===== config.mk =====
export PLATFORM = sky130hd
export DESIGN_NAME = stark_const_squash_flat
export DESIGN_NICKNAME = d
export VERILOG_FILES = /design/src/rtl/stark_const_squash_if.sv /design/src/rtl/stark_const_squash.sv /design/src/flat_wrapper.sv
export SDC_FILE = /design/constraint.sdc
export NUM_CORES = 1
export LEC_CHECK = 0
export ABC_AREA = 1
export ABC_CLOCK_PERIOD_IN_PS = 4900
export CAP_MARGIN = 20
export CORE_UTILIZATION = 50
export CTS_BUF_LIST = sky130_fd_sc_hd__clkbuf_16
export DETAILED_ROUTE_END_ITERATION = 10
export PLACE_DENSITY = 0.88
export REMOVE_ABC_BUFFERS = 1
export SETUP_SLACK_MARGIN = 0.3
export SYNTH_ARGS = -nofsm -noshare
export SYNTH_HDL_FRONTEND = slang
export SYNTH_SLANG_ARGS = --single-unit

===== constraint.sdc =====
create_clock -name clk -period 4.9 [get_ports clk]
set_input_delay 0.98 -clock clk [delete_from_list [all_inputs] [get_ports clk]]
set_output_delay 0.98 -clock clk [all_outputs]
set_load 0.02 [all_outputs]

===== src/rtl/stark_const_squash_if.sv =====
// stark_const_squash_if
//   Bundles the fetch-group input handshake and the squashed-group output
//   handshake of the constant-slot squash stage.
//   Parameters mirror those of stark_const_squash and must match it.
//   Input side : in_valid/in_ready, in_line, in_group, in_slot_v, in_cpos, in_csz
//   Output side: out_valid/out_ready, out_line, out_group, out_nop, out_fault,
//                out_fault_lane
//   master: the aligner/decoder side (drives inputs, consumes outputs)
//   slave : the squash stage itself
interface stark_const_squash_if #(
  parameter int WIDTH      = 4,
  parameter int LINE_SLOTS = 16,
  parameter int NCONST     = 2,
  parameter int LINE_W     = 26
);
  localparam int SW = $clog2(LINE_SLOTS);
  localparam int GW = $clog2(LINE_SLOTS / WIDTH);
  localparam int LW = $clog2(WIDTH);

  logic                       in_valid;
  logic                       in_ready;
  logic [LINE_W-1:0]          in_line;
  logic [GW-1:0]              in_group;
  logic [WIDTH-1:0]           in_slot_v;
  logic [WIDTH*NCONST*SW-1:0] in_cpos;
  logic [WIDTH*NCONST*2-1:0]  in_csz;

  logic                       out_valid;
  logic                       out_ready;
  logic [LINE_W-1:0]          out_line;
  logic [GW-1:0]              out_group;
  logic [WIDTH-1:0]           out_nop;
  logic                       out_fault;
  logic [LW-1:0]              out_fault_lane;

  modport master (
    output in_valid, in_line, in_group, in_slot_v, in_cpos, in_csz, out_ready,
    input  in_ready, out_valid, out_line, out_group, out_nop, out_fault,
           out_fault_lane
  );

  modport slave (
    input  in_valid, in_line, in_group, in_slot_v, in_cpos, in_csz, out_ready,
    output in_ready, out_valid, out_line, out_group, out_nop, out_fault,
           out_fault_lane
  );
endinterface


===== src/rtl/stark_const_squash.sv =====
// stark_const_squash
//   Constant-slot squash stage between the instruction aligner and the
//   per-lane decoders. Each lane of a WIDTH-wide fetch group may describe up
//   to NCONST trailing constant words (absolute slot + size). Slots covered
//   by those constants become NOPs, both in the current group and in later
//   groups of the same cache line (carried in sq_r). Illegal descriptors
//   raise out_fault and are excluded from squashing.
//   Ports:
//     clk   - clock
//     rst   - synchronous active-high reset
//     flush - drops the held output and the carried squash state
//     bus   - slave side of stark_const_squash_if (input group handshake,
//             registered output group handshake, fault report)
module stark_const_squash #(
  parameter int WIDTH      = 4,
  parameter int LINE_SLOTS = 16,
  parameter int NCONST     = 2,
  parameter int LINE_W     = 26
) (
  input  logic                  clk,
  input  logic                  rst,
  input  logic                  flush,
  stark_const_squash_if.slave   bus
);
  localparam int SW = $clog2(LINE_SLOTS);
  localparam int GW = $clog2(LINE_SLOTS / WIDTH);
  localparam int LW = $clog2(WIDTH);

  // Slots [cpos, cpos+csz) as a line-wide mask; sums kept at SW+1 bits so
  // a constant running past the line end never wraps onto low slots.
  function automatic logic [LINE_SLOTS-1:0] cover_mask(input logic [SW-1:0] cpos,
                                                       input logic [1:0]    csz);
    logic [LINE_SLOTS-1:0] m;
    logic [SW:0]           lo;
    logic [SW:0]           hi;
    lo = {1'b0, cpos};
    hi = lo + {{(SW-1){1'b0}}, csz};
    for (int s = 0; s < LINE_SLOTS; s++) begin
      m[s] = ((SW+1)'(s) >= lo) && ((SW+1)'(s) < hi);
    end
    return m;
  endfunction

  // A present descriptor is illegal if it does not follow its instruction,
  // runs past the line, or uses the reserved size.
  function automatic logic desc_fault(input logic [SW-1:0] cpos,
                                      input logic [1:0]    csz,
                                      input logic [SW-1:0] slot);
    logic [SW:0] hi;
    hi = {1'b0, cpos} + {{(SW-1){1'b0}}, csz};
    return (csz != 2'd0) &&
           ((cpos <= slot) || (hi > (SW+1)'(LINE_SLOTS)) || (csz == 2'd3));
  endfunction

  // Carried line state
  logic [LINE_SLOTS-1:0] sq_r;
  logic [LINE_W-1:0]     cur_line_r;
  logic [GW-1:0]         cur_group_r;
  logic                  cur_v_r;

  // Output registers
  logic                  out_valid_r;
  logic [LINE_W-1:0]     out_line_r;
  logic [GW-1:0]         out_group_r;
  logic [WIDTH-1:0]      out_nop_r;
  logic                  out_fault_r;
  logic [LW-1:0]         out_fault_lane_r;

  // Combinational results for the presented group
  logic [LINE_SLOTS-1:0] base_s;
  logic [LINE_SLOTS-1:0] cover_s;
  logic [WIDTH-1:0]      nop_s;
  logic                  fault_s;
  logic [LW-1:0]         fault_lane_s;
  logic                  accept_s;
  logic                  in_ready_s;

  assign in_ready_s = !out_valid_r || bus.out_ready;
  assign accept_s   = bus.in_valid && in_ready_s && !flush;

  // Per-lane NOP, squash-mask and fault evaluation, walking lanes in order
  // so a lane only sees constants claimed by earlier live lanes.
  always_comb begin
    logic [SW-1:0] slot;
    logic [SW-1:0] cpos;
    logic [1:0]    csz;
    logic          lane_nop;
    logic          lf;
    logic          live;
    slot         = '0;
    cpos         = '0;
    csz          = 2'd0;
    lane_nop     = 1'b0;
    lf           = 1'b0;
    live         = 1'b0;
    // Only a strictly later group of the same tracked line inherits the mask;
    // same-group or backward re-entry restarts the line.
    base_s       = (cur_v_r && (bus.in_line == cur_line_r) && (bus.in_group > cur_group_r))
                   ? sq_r : '0;
    cover_s      = '0;
    nop_s        = '0;
    fault_s      = 1'b0;
    fault_lane_s = '0;
    for (int i = 0; i < WIDTH; i++) begin
      slot     = {bus.in_group, LW'(i)};
      lane_nop = !bus.in_slot_v[i] || base_s[slot] || cover_s[slot];
      nop_s[i] = lane_nop;
      for (int k = 0; k < NCONST; k++) begin
        cpos         = bus.in_cpos[(i*NCONST+k)*SW +: SW];
        csz          = bus.in_csz[(i*NCONST+k)*2 +: 2];
        lf           = !lane_nop && desc_fault(cpos, csz, slot);
        live         = !lane_nop && (csz != 2'd0) && !lf;
        cover_s      = cover_s | (live ? cover_mask(cpos, csz) : '0);
        fault_lane_s = (lf && !fault_s) ? LW'(i) : fault_lane_s;
        fault_s      = fault_s || lf;
      end
    end
  end

  // Output stage and carried squash state; flush outranks everything but rst.
  always_ff @(posedge clk) begin
    if (rst) begin
      out_valid_r      <= 1'b0;
      out_line_r       <= '0;
      out_group_r      <= '0;
      out_nop_r        <= '1;
      out_fault_r      <= 1'b0;
      out_fault_lane_r <= '0;
      sq_r             <= '0;
      cur_line_r       <= '0;
      cur_group_r      <= '0;
      cur_v_r          <= 1'b0;
    end else if (flush) begin
      out_valid_r <= 1'b0;
      sq_r        <= '0;
      cur_v_r     <= 1'b0;
    end else if (accept_s) begin
      out_valid_r      <= 1'b1;
      out_line_r       <= bus.in_line;
      out_group_r      <= bus.in_group;
      out_nop_r        <= nop_s;
      out_fault_r      <= fault_s;
      out_fault_lane_r <= fault_lane_s;
      sq_r             <= base_s | cover_s;
      cur_line_r       <= bus.in_line;
      cur_group_r      <= bus.in_group;
      cur_v_r          <= 1'b1;
    end else if (bus.out_ready) begin
      out_valid_r <= 1'b0;
    end else begin
      out_valid_r <= out_valid_r;
    end
  end

  assign bus.in_ready       = in_ready_s;
  assign bus.out_valid      = out_valid_r;
  assign bus.out_line       = out_line_r;
  assign bus.out_group      = out_group_r;
  assign bus.out_nop        = out_nop_r;
  assign bus.out_fault      = out_fault_r;
  assign bus.out_fault_lane = out_fault_lane_r;
endmodule


===== src/flat_wrapper.sv =====
// flat-port wrapper written by rule: the top's interface ports become plain ports
module stark_const_squash_flat 
#(
  parameter int WIDTH      = 4,
  parameter int LINE_SLOTS = 16,
  parameter int NCONST     = 2,
  parameter int LINE_W     = 26
)
  (clk, rst, flush, bus_in_valid, bus_in_line, bus_in_group, bus_in_slot_v, bus_in_cpos, bus_in_csz, bus_out_ready, bus_in_ready, bus_out_valid, bus_out_line, bus_out_group, bus_out_nop, bus_out_fault, bus_out_fault_lane);
  stark_const_squash_if #(.WIDTH(WIDTH), .LINE_SLOTS(LINE_SLOTS), .NCONST(NCONST), .LINE_W(LINE_W)) bus_i ();
  input  logic clk;
  input  logic rst;
  input  logic flush;
  input wire logic [$bits(bus_i.in_valid)-1:0] bus_in_valid;
  input wire logic [$bits(bus_i.in_line)-1:0] bus_in_line;
  input wire logic [$bits(bus_i.in_group)-1:0] bus_in_group;
  input wire logic [$bits(bus_i.in_slot_v)-1:0] bus_in_slot_v;
  input wire logic [$bits(bus_i.in_cpos)-1:0] bus_in_cpos;
  input wire logic [$bits(bus_i.in_csz)-1:0] bus_in_csz;
  input wire logic [$bits(bus_i.out_ready)-1:0] bus_out_ready;
  output wire logic [$bits(bus_i.in_ready)-1:0] bus_in_ready;
  output wire logic [$bits(bus_i.out_valid)-1:0] bus_out_valid;
  output wire logic [$bits(bus_i.out_line)-1:0] bus_out_line;
  output wire logic [$bits(bus_i.out_group)-1:0] bus_out_group;
  output wire logic [$bits(bus_i.out_nop)-1:0] bus_out_nop;
  output wire logic [$bits(bus_i.out_fault)-1:0] bus_out_fault;
  output wire logic [$bits(bus_i.out_fault_lane)-1:0] bus_out_fault_lane;
  assign bus_i.in_valid = bus_in_valid;
  assign bus_i.in_line = bus_in_line;
  assign bus_i.in_group = bus_in_group;
  assign bus_i.in_slot_v = bus_in_slot_v;
  assign bus_i.in_cpos = bus_in_cpos;
  assign bus_i.in_csz = bus_in_csz;
  assign bus_i.out_ready = bus_out_ready;
  assign bus_in_ready = bus_i.in_ready;
  assign bus_out_valid = bus_i.out_valid;
  assign bus_out_line = bus_i.out_line;
  assign bus_out_group = bus_i.out_group;
  assign bus_out_nop = bus_i.out_nop;
  assign bus_out_fault = bus_i.out_fault;
  assign bus_out_fault_lane = bus_i.out_fault_lane;
  stark_const_squash #(.WIDTH(WIDTH), .LINE_SLOTS(LINE_SLOTS), .NCONST(NCONST), .LINE_W(LINE_W)) u_core (.clk(clk), .rst(rst), .flush(flush), .bus(bus_i));
endmodule

==> flow_metrics.py <==
metrics = {
    "pwr": {
        "switching_power_mw": 0.747,
        "seqPwrFrac_pct": 26.6,
        "cellPowerDensity_mw_per_mm2": 174,
        "power_frac_comb_pct": 53.5,
        "internal_power_mw": 1.04,
        "ir_drop_v": 0.000138,
        "p_sw_share_pct": 41.7,
        "p_leak_nw": 4.96,
        "p_clk_share_pct": 19.9,
    },
    "timing": {
        "tightest_slew_ns": 0.749,
        "final.setup.worst_slack_ns": 0.136,
        "finalSetupViolCount": 0,
        "period_share_pct": 97.2,
        "hold_slack_ns": 0.456,
        "hold_viol": 0,
        "skew_ns": 0.0152,
        "slew_viol_final": 0,
        "min_period_ns": 4.76,
        "slew_headroom_pct": 48.7,
        "fmax_ghz": 0.210,
        "grt_setup_unrepaired": "yes",
        "tns_ns": 0,
    },
    "yosys": {
        "ys_warn_count": 0,
        "synth.cell_area_sq_mm": 0.00711,
        "synth-edff-count": 0,
        "netlist_instances": 1232,
        "synth_cell_type_count": 60,
        "ys_seq_area_share_pct": 14.9,
        "yosys_register_bits": 53,
        "syn_avg_cell_area_sq_um": 5.77,
        "synth_flop_cell": "dfxtp_1",
        "async_flop_share_pct": 0,
    },
    "outcome": {
        "status": "finished clean",
    },
    "detailed_routing": {
        "top_layer": "met4",
        "routed-wl-met2_microns": 12900,
        "final_antenna_net_count": 0,
        "vias_per_cell": 6.02,
        "drt_iter0_markers": 1072,
        "routed_wl_microns": 28000,
        "vias": 10000,
        "firstDrtPassIters": 9,
        "drc": 0,
        "wl_met1_microns": 11000,
        "wl_met3_microns": 2600,
        "post_drt_wl_per_cell_microns": 16.8,
    },
    "final_layout": {
        "multi_input_area_sq_mm": 0.00554,
        "finalNetCount": 1609,
        "num_antenna_cells": 0,
        "drive_above_1_share_pct": 19.3,
        "fin_util_pct": 74.1,
        "syn_to_final_growth_pct": 44.6,
        "fill_cells": 1065,
        "final_cell_count_no_fill": 1663,
        "seq_area_sq_mm": 0.00106,
    },
    "worst_setup_path": {
        "crit_type": "in -> reg",
        "cp-end-kind": "flop",
        "path_common_cell": "nand2_1",
        "critPathTopFamily": "simple AND/OR/NAND/NOR gates",
        "crit_path_max_fanout": 8,
        "arrival_ns": 5.01,
        "critPathMaxStageDelay_ns": 0.51,
        "crit_path_start_kind": "input pin",
        "worstPathRequired_ns": 5.15,
        "crit_slowest_cell": "clkdlybuf4s50_1",
        "worst-path-buf-inv": 4,
    },
    "clocking": {
        "clk_latency_ns": 0.30,
        "clk_path_buf_depth": 2,
        "numCtsBuffers": 5,
        "cts_tree": "built",
        "cts.root.buffer_cell": "clkbuf_16",
        "cts_sinks": 53,
        "hold_buffers": 0,
        "clk_pin_slew_worst_paths_ns": 0.08,
        "htreeDepth": 2,
    },
    "floorplan": {
        "die_h_microns": 121,
        "initial_core_util_pct": 51.2,
        "fp-row-count": 43,
        "die_x_microns": 121,
        "core-area_sq_mm": 0.0139,
        "dieArea_sq_mm": 0.0147,
        "io_pins": 122,
    },
    "flow_run": {
        "drv_cap": 0,
    },
    "global_route": {
        "antenna_found_initial": 0,
        "grt_usage_pct": 35.2,
        "first_global_vias": 9081,
        "grt_pass1_wl_microns": 42000,
        "grt_overflow": 0,
        "grt_max_degree": 55,
    },
    "hold_path": {
        "hold_path_class": "reg -> reg",
    },
    "placed_design": {
        "post-place-cells": 1614,
        "hpwl_microns": 19800,
        "port_buffers": 121,
        "globalplace.congestion": 1.06,
        "post-place-ws_ns": -0.436,
    },
}
[registers in the layout, indices dropped and copies added, names as in the netlist]
register                   flops
u_core.bus.out_fault           1
u_core.cur_group_r             2
u_core.cur_line_r             26
u_core.bus.out_valid           1
u_core.sq_r                   16
u_core.bus.out_fault_lane      2
u_core.cur_v_r                 1
u_core.bus.out_nop             4
[layout make-up]
type	instances	area share [%]
multi-input cells	934	53.8
repair buffers	277	24.6
flip-flops and latches	53	10.3
inverters	211	7.73
well taps	180	2.19
clock buffers	5	1.22
clock inverters	3	0.158
[synthesized netlist by cell type (6+ instances only)]
cell         n  area, sq um
a31oi_1     11         68.8
o2111ai_1   17          149
a311oi_1     9         78.8
nand2_2      6         37.5
buf_2        6         30.0
inv_2       13         48.8
a21oi_1    110          551
nor3_1      23          115
dfxtp_1     53         1060
fa_1         8          160
nand2_1    248          931
o22ai_1      9         56.3
inv_1      195          732
ha_1        34          425
a2111oi_0    7         61.3
nand3_2      8         80.1
o21ai_0     74          370
nor2_1     158          593
a211oi_1    16          120
nand4_1     57          357
clkbuf_1    20         75.1
nor4_1       8         50.1
o211ai_1     8         60.1
nand3_1     63          315
[metal layers]
| layer | vias up | global-route usage (%) |
|---|---|---|
| met5 | - | 0 |
| met2 | 646 | 59.0 |
| met1 | 4490 | 44.3 |
| met4 | 0 | 17.5 |
| li1 | 4717 | - |
| met3 | 150 | 4.51 |
[stage by stage]
step                power, mW  cell area [sq um]
detailed placement       1.30               9260
CTS                      1.70               9800
finish                   1.79              10300
global placement         1.30               9260
global route             1.89              10300
floorplan               0.937               6940
[worst paths after layout]
kind	start	to	slack (ns)	cells after the start
worst max register to register	u_core.cur_group_r[1]$_SDFFE_PP0P_	u_core.sq_r[0]$_SDFFE_PP0P_	0.51	32
worst max-delay path	bus_in_line[12]	u_core.sq_r[0]$_SDFFE_PP0P_	0.14	31
worst min register to register	u_core.cur_v_r$_SDFFE_PP0P_	u_core.cur_v_r$_SDFFE_PP0P_	0.46	2
worst min-delay path	u_core.cur_v_r$_SDFFE_PP0P_	u_core.cur_v_r$_SDFFE_PP0P_	0.46	2
[power groups by stage]
stage / Sequential, mW / Combinational (mW) / Clock [mW]
after floorplan: 0.504 / 0.432 / 0
after global placement: 0.482 / 0.815 / 0
after detailed placement: 0.484 / 0.820 / 0
after CTS: 0.474 / 0.873 / 0.351
after global routing: 0.478 / 1.04 / 0.369
final: 0.476 / 0.958 / 0.356
[cell usage in the layout (no fill, tap or decap), types with 4 or more instances in the layout]
master | netlist | final
nand2_1 | 248 | 238
inv_1 | 195 | 190
buf_4 | 1 | 142
nor2_1 | 158 | 139
a21oi_1 | 110 | 108
clkdlybuf4s50_1 | 0 | 89
o21ai_0 | 74 | 72
nand4_1 | 57 | 57
dfxtp_1 | 53 | 53
nand3_1 | 63 | 47
ha_1 | 34 | 31
nor3_1 | 23 | 23
dlymetal6s2s_1 | 0 | 21
inv_2 | 13 | 18
nand3_2 | 8 | 17
nor2_2 | 5 | 15
a211oi_1 | 16 | 15
o2111ai_1 | 17 | 14
nand2_2 | 6 | 11
nor2_4 | 1 | 11
buf_6 | 4 | 11
a31oi_1 | 11 | 10
o211ai_1 | 8 | 8
o22ai_1 | 9 | 8
a311oi_1 | 9 | 8
nor4_1 | 8 | 8
nand3_4 | 0 | 7
nand2_4 | 1 | 6
clkbuf_16 | 0 | 6
nand3b_1 | 5 | 5
a221oi_1 | 5 | 5
fa_1 | 8 | 5
clkbuf_2 | 0 | 5
clkinv_1 | 2 | 4
o31ai_1 | 5 | 4
a2111oi_0 | 7 | 4
[tightest hold or removal path: stages, from the launching register on]
cell	delay, ns
dfxtp_1	0.30
inv_1	0.06
a21oi_1	0.06
[logic make-up (layout without fill, tap and decap cells)]
logic type | Yosys count | count (layout) | synth area share (%)
xor+xnor | 4 | 4 | 0.493
fa+ha+maj | 42 | 42 | 8.23
compound gates | 296 | 296 | 25.5
flops | 53 | 53 | 14.9
simple gates | 591 | 592 | 37.3
buf+inv | 246 | 496 | 13.6
[what timing repair did]
item,4_1_cts,5_1_grt
resized for setup,59,119
pin swaps,27,63
gates cloned,3,1
buffers inserted,26,11
endpoints found under the setup margin,20,20
Note: power is estimated with default switching activity, not from simulation.
